$ cat src/rtl/cv32e40p_secded_pkg.sv
// Shared constants, H matrix and status encoding for the Hsiao (39,32) SEC-DED code.
package cv32e40p_secded_pkg;

  localparam int K = 32;
  localparam int R = 7;
  localparam int N = 39;

  // Row i lists which codeword bits feed syndrome bit i; bit 38 is the leftmost.
  localparam logic [0:6][38:0] H = {
    39'b100011001010010100110010100101010000001,
    39'b010100110010100101001100101001010000010,
    39'b011001001100101001010011001010010000100,
    39'b100110010101001010010100101010100001000,
    39'b101001100010110010100101010010100010000,
    39'b010010011001001100101001010100100100000,
    39'b001100100101010011001010010101001000000
  };

  typedef enum logic [2:0] {
    NONE   = 3'b001,
    CORR   = 3'b010,
    UNCORR = 3'b100
  } secded_status_e;

  // Column j of H, i.e. the syndrome a lone flip of codeword bit j produces.
  function automatic logic [R-1:0] h_col(input int j);
    logic [R-1:0] c;
    c = '0;
    for (int i = 0; i < R; i++) c[i] = H[i][j];
    return c;
  endfunction

endpackage

$ cat src/rtl/cv32e40p_hsiao_secded_syndrome.sv
// Combinational syndrome generator for a 39-bit Hsiao codeword.
module cv32e40p_hsiao_secded_syndrome
  import cv32e40p_secded_pkg::*;
(
  input  logic [N-1:0] cw,
  output logic [R-1:0] syn
);

  always_comb begin
    syn = '0;
    for (int i = 0; i < R; i++) syn[i] = ^(H[i] & cw);
  end

endmodule

$ cat src/rtl/cv32e40p_hsiao_secded_decoder.sv
// Two-stage valid/ready Hsiao SEC-DED decoder with saturating error-event counters.
module cv32e40p_hsiao_secded_decoder
  import cv32e40p_secded_pkg::*;
#(
  parameter int DATA_WIDTH = 32,
  parameter int PAR_WIDTH  = 7,
  parameter int CNT_WIDTH  = 16
) (
  input  logic                            clk,
  input  logic                            rst,
  input  logic                            valid_i,
  output logic                            ready_o,
  input  logic [DATA_WIDTH+PAR_WIDTH-1:0] data_dec_i,
  output logic                            valid_o,
  input  logic                            ready_i,
  output logic [DATA_WIDTH-1:0]           data_dec_o,
  output logic [2:0]                      secded_o,
  output logic [PAR_WIDTH-1:0]            syndrome_o,
  input  logic                            cnt_clear_i,
  output logic [CNT_WIDTH-1:0]            sec_cnt_o,
  output logic [CNT_WIDTH-1:0]            ded_cnt_o,
  output logic [PAR_WIDTH-1:0]            last_syndrome_o
);

  localparam logic [CNT_WIDTH-1:0] CNT_MAX = {CNT_WIDTH{1'b1}};

  // Handshake: a word moves across an interface on a cycle where valid and
  // ready are both high; valid never depends on ready, ready_o may depend on ready_i.
  logic s1_valid, s2_valid, s1_en, s2_en, out_hs;
  logic [N-1:0] s1_cw;
  logic [R-1:0] s1_syn, in_syn;
  logic [N-1:0] match, corr_cw;
  secded_status_e s1_status, s2_status;
  logic [K-1:0] s2_data;
  logic [R-1:0] s2_syn;

  assign s2_en   = ~s2_valid | ready_i;
  assign s1_en   = ~s1_valid | s2_en;
  assign ready_o = s1_en;
  assign out_hs  = s2_valid & ready_i;

  cv32e40p_hsiao_secded_syndrome u_syndrome (
    .cw  (data_dec_i),
    .syn (in_syn)
  );

  for (genvar j = 0; j < N; j++) begin : g_col
    assign match[j] = (s1_syn == h_col(j));
  end

  always_comb begin
    corr_cw   = s1_cw;
    s1_status = NONE;
    if (s1_syn != '0) begin
      if (|match) begin
        s1_status = CORR;
        corr_cw   = s1_cw ^ match;
      end else begin
        s1_status = UNCORR;
      end
    end
  end

  always_ff @(posedge clk or posedge rst) begin
    if (rst) begin
      s1_valid  <= 1'b0;
      s1_cw     <= '0;
      s1_syn    <= '0;
      s2_valid  <= 1'b0;
      s2_data   <= '0;
      s2_status <= NONE;
      s2_syn    <= '0;
    end else begin
      if (s1_en) begin
        s1_valid <= valid_i;
        if (valid_i) begin
          s1_cw  <= data_dec_i;
          s1_syn <= in_syn;
        end
      end
      if (s2_en) begin
        s2_valid <= s1_valid;
        if (s1_valid) begin
          s2_data   <= corr_cw[N-1:R];
          s2_status <= s1_status;
          s2_syn    <= s1_syn;
        end
      end
    end
  end

  // Clear has priority over any increment landing on the same cycle.
  always_ff @(posedge clk or posedge rst) begin
    if (rst) begin
      sec_cnt_o       <= '0;
      ded_cnt_o       <= '0;
      last_syndrome_o <= '0;
    end else if (cnt_clear_i) begin
      sec_cnt_o       <= '0;
      ded_cnt_o       <= '0;
      last_syndrome_o <= '0;
    end else if (out_hs) begin
      if (s2_status == CORR && sec_cnt_o != CNT_MAX) sec_cnt_o <= sec_cnt_o + 1'b1;
      if (s2_status == UNCORR && ded_cnt_o != CNT_MAX) ded_cnt_o <= ded_cnt_o + 1'b1;
      if (s2_syn != '0) last_syndrome_o <= s2_syn;
    end
  end

  assign valid_o    = s2_valid;
  assign data_dec_o = s2_data;
  assign secded_o   = s2_status;
  assign syndrome_o = s2_syn;

endmodule

$ cat config.mk
export PLATFORM = sky130hd
export DESIGN_NAME = cv32e40p_hsiao_secded_decoder
export DESIGN_NICKNAME = d
export VERILOG_FILES = /design/src/rtl/cv32e40p_secded_pkg.sv /design/src/rtl/cv32e40p_hsiao_secded_syndrome.sv /design/src/rtl/cv32e40p_hsiao_secded_decoder.sv
export SDC_FILE = /design/constraint.sdc
export NUM_CORES = 1
export LEC_CHECK = 0
export ABC_CLOCK_PERIOD_IN_PS = 12300
export BUFFER_PORTS_ARGS = -buffer_cell sky130_fd_sc_hd__buf_4
export CAP_MARGIN = 20
export CORE_UTILIZATION = 50
export DETAILED_ROUTE_END_ITERATION = 12
export GPL_TIMING_DRIVEN = 0
export PLACE_DENSITY = 0.73
export SLEW_MARGIN = 10
export SYNTH_ARGS = -nofsm -noshare
export SYNTH_HDL_FRONTEND = slang
export SYNTH_SLANG_ARGS = --single-unit
$ cat constraint.sdc
create_clock -name clk -period 12.3 [get_ports clk]
set_input_delay 2.46 -clock clk [delete_from_list [all_inputs] [get_ports clk]]
set_output_delay 2.46 -clock clk [all_outputs]
set_load 0.005 [all_outputs]
After elaboration in Yosys (flattened, before gate mapping):

Index checks and enable logic that the tools add are counted.

* bitwise logic cells: 6
* $add $sub $neg: 2
* multiplexer cells: 13
* reduce and logical (&&, ||, !) cells: 21
* eq/ne operators: 43

Operators with widths (count)
* 39-bit parity: 7
* 7-bit equality test (second input constant): 14
* 16-bit 2-to-1 mux: 6
* 39-bit 2-to-1 mux: 2
* 7-bit by 6-bit equality test with 1-bit output (second input constant): 10
* 7-bit by 5-bit equality test with 1-bit output (second input constant): 7
* 39-bit OR reduction: 1
* 39-bit XOR: 1
* 16-bit by 1-bit adder with 16-bit output (second input constant): 2
* 16-bit != test (second input constant): 2
* 7-bit by 4-bit equality test with 1-bit output (second input constant): 4
* 7-bit 2-to-1 mux: 3
* 7-bit by 3-bit equality test with 1-bit output (second input constant): 2
* 7-bit nonzero test: 2
* 2-bit AND reduction: 5
* 2-bit nonzero test: 4
* 7-bit by 1-bit equality test with 1-bit output (second input constant): 1
* 7-bit by 2-bit equality test with 1-bit output (second input constant): 1
* 3-bit 2-to-1 mux: 2
* 3-bit by 2-bit equality test with 1-bit output (second input constant): 1
* 3-bit equality test (second input constant): 1
* 1-bit logical AND: 2
* 1-bit NOT: 2
* 1-bit bitwise OR: 2
* 1-bit bitwise AND: 1

* output and inout port bits: 83
* input port bits: 44
* logic and storage cells: 95
* register bits after elaboration: 129

Depth between registers and ports, before layout:

* word-level depth: 5
* gate-level depth with buffers: 8

Cells and area by module:

A second synthesis with hierarchy kept.

* cells, all modules: 648
* area, all modules: 6789.0 µm²

Modules (own cells, without submodules)
* cv32e40p_hsiao_secded_decoder: seq. area each 3054.2 µm², area each 6034.5 µm², cells each 592, times used 1
* cv32e40p_hsiao_secded_syndrome: seq. area each 0.0 µm², area each 754.5 µm², cells each 56, times used 1

Worst setup path after synthesis:

No wires, ideal clock.

* path type: input to output
* start point: input ready_i
* end point: output ready_o
* data required time: 9.840 ns
* path buffers: 0
* arrival: 2.639 ns
* setup slack: 7.201 ns
* stages on the path: 1
* path through: nand3b_1

* word-level cells in the longest chain between the ends: 2

Ends and longest elaborated chain
* start: declaration: line cv32e40p_hsiao_secded_decoder.sv:15 `input logic ready_i,`
* 1-bit bitwise OR: line cv32e40p_hsiao_secded_decoder.sv:37 `assign s2_en = ~s2_valid | ready_i;`
* 1-bit bitwise OR: line cv32e40p_hsiao_secded_decoder.sv:38 `assign s1_en = ~s1_valid | s2_en;`
* end: declaration: line cv32e40p_hsiao_secded_decoder.sv:12 `output logic ready_o,`

No other way between the ends.

Final worst setup path:

Same ends and word-level chain as after synthesis.

==> summary.txt <==
CTS Sinks: 122
most numerous cell on the critical path: buf_4
via count: 5335
r2r worst-path depth: 6
asr flop ratio synth: 100.0%
number of CTS-inserted buffers: 17
CP max stage delay: 220 ps
cts repair resizes: 0
Required @ worst endpoint: 9840 ps
initial antenna violation count: 0
syn_area_per_cell: 10.16 um^2
sequential share of power: 32.9%
leakage: 0.003750 uW
count of different cell masters after synthesis: 56
min cycle time layout: 5440 ps
relative slew slack: 45.73%
Initial DRC Count: 372
drt via density: 5.455
# IOs: 127
Final Hold Viols: 0
IO Port Bufs: 125
vias in the first global route: 5182
DRT antenna net count: 0
Core Area: 0.01272 mm^2
critical-path cell list: buf_4, nand3b_1, buf_4
CTS tree: yes
Critical Path AT: 2980 ps
CP max stage cell: nand3b_1
Psw: 536.7 uW
DR WL met3: 965 um
final WL: 17.49 mm
worst setup path class: primary input to output pin
clock share of power: 33.4%
Worst Hold Class: flip-flop to flip-flop
met2 WL post-DR: 8.534 mm
Max Fclk: 183.8 MHz
layout overhead on the synthesized area: 27.71%
unrepaired setup endpoints after global routing: false
VDD IR max: 93.26 uV
Root Driver: clkbuf_16
Slew Limit Fails: 0
Final Wtd Congestion: 0.8808
total track usage: 27.02%
PD cells: 190.7 mW/mm^2
clk slew on worst S/H paths: 50 ps
n_diodes: 0
post-CTS setup buffer count: 0
hold_ws: 481.7 ps
die area: 0.01363 mm^2
Internal Power: 1067 uW
Nets: 839
wire length on met1: 7.655 mm
Synth Flop Type: dfrtp_1
DR pass1 iterations: 5
Syn Nets: 694
die height: 116.8 um
Initial Util: 51.75%
largest net degree at the start of global routing: 66
Synthesis Warnings: 0
final setup fails: 0
DP HPWL: 12.84 mm
global-route wire length before repair: 26.97 mm
status: complete, no violations
num rows: 41
GRT Residual Overflow: 0
Fin Setup TNS: 0 ps
max-cap violations: 0
H-tree depth: 4
Netlist Area Pre-Place: 0.006584 mm^2
Logic pwr share: 33.7%
Post-Syn Instances: 648
post-route DRC violation count: 0
Final period util: 44.23%
Seq/Total Area, Yosys: 46.39%
Worst Max-Slew Pin Slew: 807.8 ps
per-cell routed wire length: 17.89 um
Post-CTS Hold Buffers: 0
Net Sw Frac: 33.47%
commonest non-fill, non-tap cell in the layout: buf_4
Worst-Skew Late Latency: 420 ps
Worst Hold Depth: 2
share of cells above drive strength 1: 28.41%
number of synthesized register bits: 122
die width: 116.8 um
EDFF count, synth: 0
clock buffer depth: 2
Final Skew: 8.464 ps
max layer used: met4
Startpoint Class: primary input
CP Capture Type: output pin
worst-path maximum fanout: 4
most frequent cells in the layout: buf_4, dfrtp_1, xnor2_1, nand2_1, xor2_1
-- cell usage after synthesis (2+ instances only) --
library cell | instances | area (um^2)
nor2b_1 | 5 | 31.28
and2_1 | 2 | 12.51
inv_1 | 9 | 33.78
nand3_1 | 38 | 190.2
nor2_1 | 46 | 172.7
dfrtp_1 | 121 | 3028
a31oi_1 | 3 | 18.77
nor3b_2 | 2 | 25.02
mux2_2 | 32 | 360.4
clkbuf_1 | 16 | 60.06
buf_6 | 4 | 45.04
a21oi_2 | 2 | 17.52
xnor2_1 | 72 | 630.6
nand2b_1 | 3 | 18.77
nand4_1 | 18 | 112.6
ha_1 | 2 | 25.02
and3b_1 | 3 | 26.28
a211oi_1 | 2 | 15.01
nor3_1 | 8 | 40.04
buf_4 | 2 | 15.01
nand2_1 | 71 | 266.5
buf_2 | 14 | 70.07
nor3_2 | 2 | 20.02
mux2i_1 | 9 | 90.09
and3_1 | 14 | 87.58
o21ai_0 | 48 | 240.2
xor2_1 | 66 | 578.1
a21oi_1 | 4 | 20.02
nand3b_1 | 3 | 22.52
-- final timing paths --
kind                            slack, ps      startpoint              to
worst min-delay path                  480  data_dec_o[26]  data_dec_o[26]
max in group asynchronous            9470             rst     secded_o[0]
min in group asynchronous            2100             rst       s1_syn[4]
worst max-delay path                 6860         ready_i         ready_o
worst max register to register      10130       s1_syn[5]   data_dec_o[7]
worst min register to register        480  data_dec_o[26]  data_dec_o[26]
-- critical path, delay by kind of cell --
| kind | cells | cell delay, ps |
|---|---|---|
| buf+inv | 2 | 300 |
| simple gates | 1 | 220 |
-- layer usage --
metal  vias up  GRT usage (%)
met5         -              0
met3        30          6.072
li1       2493              -
met1      2602          33.98
met4         0          11.65
met2       210          44.81
-- area by class of cell --
cell class | count | area, um^2
inverters | 10 | 42.54
fillers | 1062 | 4314
multi-input cells | 480 | 3302
plain buffers | 36 | 190.2
clock buffers | 21 | 470.5
well taps | 172 | 215.2
flip-flops and latches | 122 | 3054
repair buffers | 126 | 965.9
clock inverters | 11 | 167.7
-- per-stage QoR --
stage / area [um^2] / power, uW / setup WS, ps / utilization, % / instances
after global routing: 8408 / 1682 / 6834 / 66.09 / 978
after CTS: 8408 / 1605 / 6871 / 66.09 / 978
after floorplan: 6584 / 865.6 / 6599 / - / 648
after detailed placement: 7770 / 1069 / 6874 / 61.07 / 946
after global placement: 7737 / 1057 / 5284 / 60.82 / 945
final: 8408 / 1603 / 6860 / 66.09 / 978
-- power groups by stage --
stage | clock (uW) | combinational [uW] | sequential (uW)
final | 535 | 540 | 528
after global routing | 559 | 586 | 536
after CTS | 540 | 538 | 528
after detailed placement | 0 | 535 | 534
after global placement | 0 | 527 | 529
after floorplan | 0 | 340 | 526
-- state kept, by name, summed over array words and instances, names as in the netlist --
signal           count
data_dec_o          32
ded_cnt_o           16
last_syndrome_o      7
s1_cw               32
s1_syn               7
s1_valid             1
sec_cnt_o           16
secded_o             3
syndrome_o           7
valid_o              1
-- cells by family (layout without fill, tap and decap cells) --
kind of cell	after synthesis	in the layout	share of synthesized area (%)
adder cells (fa/ha/maj)	2	2	0.3800
multiplexers	41	41	6.842
XOR/XNOR	139	139	18.70
flip-flops	122	122	46.39
AND/OR/NAND/NOR	228	228	17.64
AO/OA/AOI/OAI	70	70	6.595
buffers and inverters	46	204	3.459
(Power assumes the default switching activity.)
